`config.mk`:
```
export PLATFORM = sky130hd
export DESIGN_NAME = edge_event_recorder
export DESIGN_NICKNAME = d
export VERILOG_FILES = /design/src/rtl/edge_event_recorder.sv
export SDC_FILE = /design/constraint.sdc
export NUM_CORES = 1
export LEC_CHECK = 0
export ABC_AREA = 1
export CAP_MARGIN = 5
export CORE_MARGIN = 2
export CORE_UTILIZATION = 30
export CTS_CLUSTER_DIAMETER = 120
export DETAILED_ROUTE_END_ITERATION = 12
export SLEW_MARGIN = 15
export SYNTH_ARGS = -nofsm -noshare
export SYNTH_HDL_FRONTEND = slang
export SYNTH_SLANG_ARGS = --single-unit
```
`constraint.sdc`:
```
create_clock -name clock -period 3.6 [get_ports clock]
set_input_delay 1.08 -clock clock [delete_from_list [all_inputs] [get_ports clock]]
set_output_delay 1.08 -clock clock [all_outputs]
set_load 0.02 [all_outputs]
```
`src/rtl/edge_event_recorder.sv`:
```
// Edge event recorder: stamps every change on the monitored channels with a
// free-running cycle count and queues the records in a first-word-fall-through FIFO.
module edge_event_recorder #(
  parameter int NUM_CH   = 4,
  parameter int TS_WIDTH = 16,
  parameter int DEPTH    = 8
) (
  input  logic                       clock,
  input  logic                       reset,
  input  logic                       enable,
  input  logic                       clear,
  input  logic [NUM_CH-1:0]          ch_in,
  output logic                       evt_valid,
  input  logic                       evt_ready,
  output logic [NUM_CH-1:0]          evt_mask,
  output logic [NUM_CH-1:0]          evt_level,
  output logic [TS_WIDTH-1:0]        evt_time,
  output logic [$clog2(DEPTH):0]     evt_count,
  output logic                       overflow
);

  localparam int PW = $clog2(DEPTH);
  localparam int CW = PW + 1;
  localparam int RW = 2 * NUM_CH + TS_WIDTH;

  logic [TS_WIDTH-1:0] ts_r;
  logic [NUM_CH-1:0]   prev_r;
  logic                armed_r;
  logic [PW-1:0]       wr_ptr_r;
  logic [PW-1:0]       rd_ptr_r;
  logic [CW-1:0]       count_r;
  logic                valid_r;
  logic                overflow_r;
  logic [RW-1:0]       head_r;
  logic [RW-1:0]       mem_r [DEPTH];

  logic [NUM_CH-1:0]   diff_s;
  logic [RW-1:0]       rec_s;
  logic                full_s;
  logic                pop_s;
  logic                push_req_s;
  logic                push_ok_s;
  logic                drop_s;
  logic [CW-1:0]       count_nxt_s;
  logic [PW-1:0]       rd_nxt_s;
  logic [RW-1:0]       head_nxt_s;

  // Change detection, FIFO handshake and the next head record
  always_comb begin
    diff_s      = ch_in ^ prev_r;
    rec_s       = {diff_s, ch_in, ts_r};
    full_s      = (count_r == CW'(DEPTH));
    pop_s       = valid_r & evt_ready;
    push_req_s  = enable & armed_r & (|diff_s) & ~clear;
    push_ok_s   = push_req_s & (~full_s | pop_s);
    drop_s      = push_req_s & full_s & ~pop_s;
    count_nxt_s = count_r;
    case ({push_ok_s, pop_s})
      2'b10:   count_nxt_s = count_r + CW'(1);
      2'b01:   count_nxt_s = count_r - CW'(1);
      default: count_nxt_s = count_r;
    endcase
    if (pop_s) begin
      rd_nxt_s = rd_ptr_r + PW'(1);
    end else begin
      rd_nxt_s = rd_ptr_r;
    end
    // A record written into the slot that becomes the head bypasses the array
    if (count_nxt_s == CW'(0)) begin
      head_nxt_s = '0;
    end else if (push_ok_s && (wr_ptr_r == rd_nxt_s)) begin
      head_nxt_s = rec_s;
    end else begin
      head_nxt_s = mem_r[rd_nxt_s];
    end
  end

  // FIFO storage, written only on accepted pushes
  always_ff @(posedge clock) begin
    if (push_ok_s) begin
      mem_r[wr_ptr_r] <= rec_s;
    end
  end

  // Control state, timestamp and registered head outputs
  always_ff @(posedge clock or posedge reset) begin
    if (reset) begin
      ts_r       <= '0;
      prev_r     <= '0;
      armed_r    <= 1'b0;
      wr_ptr_r   <= '0;
      rd_ptr_r   <= '0;
      count_r    <= '0;
      valid_r    <= 1'b0;
      overflow_r <= 1'b0;
      head_r     <= '0;
    end else begin
      prev_r <= ch_in;
      if (clear) begin
        ts_r       <= '0;
        armed_r    <= 1'b0;
        wr_ptr_r   <= '0;
        rd_ptr_r   <= '0;
        count_r    <= '0;
        valid_r    <= 1'b0;
        overflow_r <= 1'b0;
        head_r     <= '0;
      end else begin
        armed_r  <= 1'b1;
        if (enable) begin
          ts_r <= ts_r + TS_WIDTH'(1);
        end
        if (push_ok_s) begin
          wr_ptr_r <= wr_ptr_r + PW'(1);
        end
        if (drop_s) begin
          overflow_r <= 1'b1;
        end
        rd_ptr_r <= rd_nxt_s;
        count_r  <= count_nxt_s;
        valid_r  <= (count_nxt_s != CW'(0));
        head_r   <= head_nxt_s;
      end
    end
  end

  assign evt_valid = valid_r;
  assign evt_count = count_r;
  assign overflow  = overflow_r;
  assign evt_mask  = head_r[RW-1 -: NUM_CH];
  assign evt_level = head_r[TS_WIDTH +: NUM_CH];
  assign evt_time  = head_r[TS_WIDTH-1:0];

endmodule
```
==> results.md <==
* CTS Root Cell: clkbuf_16
* Post-Syn Instances at about 960
* Core Util, Final at between 30 and 40%
* GRT Util Overall at 14.3%
* GRT overflow at 0
* CTS Buf Count at 25
* Layout area overhead at 20.4%
* Row Count at 68
* Final setup fails at 0
* Cell Area, Synth at 10,500 um2
* Synth top area share at 54.8%
* Top post-synthesis cells by area: edfxtp_1 (55%), dfrtp_1 (14%), nand2_1 (8.6%)
* Leakage at roughly 0.005 uW
* Average wire per cell in the routed design at ~17 um
* Cell taking the most area after synthesis: edfxtp_1
* Status: complete, no violations
* Layout cell share with drive strength beyond 1 at 15.1%
* Footprint of the multi-input gates at 2810 um2
* Storage cell area at a little over 7000 um2
* Post-route antenna net violation count at 0
* I/O pins at 39
* Post-CTS resize count at 0
* CTS tree: done
* Post-synthesis adder-cell area fraction at 0.786%
* Port bufs at 38
* Crit. End Element: flop
* Clk slew on worst S/H paths at around 60 ps
* Routability cong. at 0.833
* Routed wire length at 25.8 mm
* Wire length of the first global-routing pass at between 40 and 50 mm
* Post-Synth Simple-Gate Area at 21.2%
* DP HPWL at 15.7 mm
* Compound-Gate Fraction of Synth Area at 4.49%
* Slew at the pin closest to its max-slew limit at 671 ps
* Cell area power density at 643 nW/um2
* EDFF count, synth at 192
* CTS sink count at between 200 and 250
* Slew Viols, Final at 0
* Antenna cells at 0
* Largest family of logic cells by synthesized area: simple AND/OR/NAND/NOR gates
* Final min period at 3260 ps
* CP Data Arrival Time at 3660 ps
* H-Tree Depth at 1
* Final nets at around 1,100
* Dominant synthesized flop cell: edfxtp_1
* Multiplexer share of the synthesized area at 0%
* CP Launch Type: primary input
* Avg Cell Area, Syn at 11.0 um2
* Post-synth top cells: nand2_1 (241), edfxtp_1 (192), nand3_1 (122), nor2_1 (79), inv_1 (61)
* Seq/Total Area, Yosys at 68.4%
* 1st-pass router iterations at 5
* Hold Crit Class: reg2reg
* Postcts setup bufs at 0
* Average vias per placed instance at 4.69
* Syn_nets at between 900 and 1,000
* Tot Pwr at 8140 uW
* Unrepaired setup endpoints after global routing: no
* Fmax at 307 MHz
* DRC at 0
* Initial Utilization at 30.4%
* Seq cells post-synth at between 200 and 250
* Relative slew slack at 55.2%
* Worst-path maximum fanout at 17
* Post-synth ARST share at 22.9%
* DRT iter0 DRCs at between 600 and 700
* Post-Synth XOR/XNOR Area at 0.0833%
* Ys Warns at 0
* WS Path Type: in2reg
* Core area at 34,500 um2
* Largest net degree at the start of global routing at 49
* Netlist cell types at 42
* Final hold vios at 0
* Hold buffers post-CTS at 0
* CP required at around 4000 ps
* Tcrit/Tclk final at 90.5%
* Full die area at roughly 37,000 um2
* Vias in the first global route at 7,040
* Die Ht at 191 um
* Top-count cell post-synth: nand2_1
* VDD IR-drop max at 469 uV
* Clk_lat worst skew at 510 ps
* Via Count at 7,092
* Worst Skew at between 8 and 9 ps
* Initial antenna violation count at 0
* Fill cells at around 3,400
* Die Wd at 191 um
* Clock buffer depth at 3
* Max cap viols at 0
[power breakdown]
part / internal (uW) / switching [uW]
Combinational: 900 / 1450
Sequential: 3250 / 98.7
Clock: 1410 / 1030
[state kept, by name, indices dropped and copies added, names as in the netlist, 3 cells and up]
signal / flops
ts_r: 16
mem_r: 192
wr_ptr_r: 3
rd_ptr_r: 3
evt_count: 4
prev_r: 4
head_r: 24
[path summary, 6_finish.rpt]
path,startpoint,endpoint,slack [ps],cells after the start
max,ch_in[2],head_r[23]$_DFF_PP0_,340,21
min,overflow$_DFFE_PP0P_,overflow$_DFFE_PP0P_,560,2
max reg2reg,prev_r[2]$_DFF_PP0_,head_r[23]$_DFF_PP0_,1110,20
min reg2reg,overflow$_DFFE_PP0P_,overflow$_DFFE_PP0P_,560,2
max in group asynchronous,reset,ts_r[4]$_DFFE_PP0P_,1950,3
min in group asynchronous,reset,head_r[18]$_DFF_PP0_,1000,2
[critical path, stage by stage]
cell and delay, ps:
clkdlybuf4s50_1 530, inv_1 70, nand2_1 60, nand2_1 160, nor2_4 150, nand2_2 100, nand2_2 110, nand2_4 50
inv_1 110, ha_1 280, a21oi_1 150, nand2_1 80, nand4_1 90, nand2_1 70, nand2_1 60, nand2_1 50
nand3_2 90, nand3_4 100, buf_12 170, nand2_1 60, inv_1 50
[stage by stage]
| stage | cell area [um2] | hold slack (ps) | setup slack, ps | cells | setup TNS, ps |
|---|---|---|---|---|---|
| 2_1_floorplan | 10500 | 540 | 269 | 956 | 0 |
| 3_3_place_gp | 11900 | 584 | -52.7 | 1467 | -875 |
| 3_5_place_dp | 11900 | 534 | -175 | 1467 | -3670 |
| 4_1_cts | 12700 | 568 | 362 | 1512 | 0 |
| 5_1_grt | 12700 | 583 | 154 | 1512 | 0 |
| 6_report | 12700 | 558 | 342 | 1512 | 0 |
[metal layers]
| layer | up-vias | wire (um) | global-route usage [%] |
|---|---|---|---|
| met5 | - | 0 | 0 |
| met3 | 42 | 1430 | 1.95 |
| met1 | 3438 | 11800 | 20.0 |
| li1 | 3400 | - | - |
| met4 | 0 | 539 | 4.05 |
| met2 | 212 | 12000 | 23.2 |
[cell type report]
| type | instances | share of cell area (%) |
|---|---|---|
| Clock buffer | 40 | 5.85 |
| Inverter | 73 | 2.21 |
| Timing Repair Buffer | 98 | 8.15 |
| Clock inverter | 5 | 0.218 |
| Tap cell | 455 | 4.50 |
| Multi-Input combinational cell | 592 | 22.2 |
| Sequential cell | 249 | 56.8 |
[cell usage in the layout (no fill, tap or decap), drive strengths merged]
cell | synthesis | routed
o211ai | 4 | 4
edfxtp | 192 | 192
and3 | 1 | 1
nand3 | 124 | 124
nand4 | 5 | 5
clkinv | 1 | 6
nand2 | 252 | 252
dfrtp | 57 | 57
o31ai | 1 | 1
a211oi | 2 | 2
nor3 | 8 | 8
o21ai | 56 | 56
o221ai | 4 | 4
a221oi | 1 | 1
a21oi | 13 | 13
a21o | 1 | 1
fa | 1 | 1
ha | 5 | 5
inv | 72 | 72
or2 | 28 | 28
clkbuf | 11 | 40
nor2 | 82 | 82
nor4 | 1 | 1
nand3b | 1 | 1
o21a | 1 | 1
buf | 31 | 60
xnor2 | 1 | 1
clkdlybuf4s50 | 0 | 38
[kinds of logic (layout without fill, tap and decap cells)]
group,Yosys count,count (layout)
flops,249,249
fa+ha+maj,6,6
compound gates,83,83
simple gates,502,502
buf+inv,115,216
xor+xnor,1,1
Note: power is estimated with default switching activity, not from simulation.
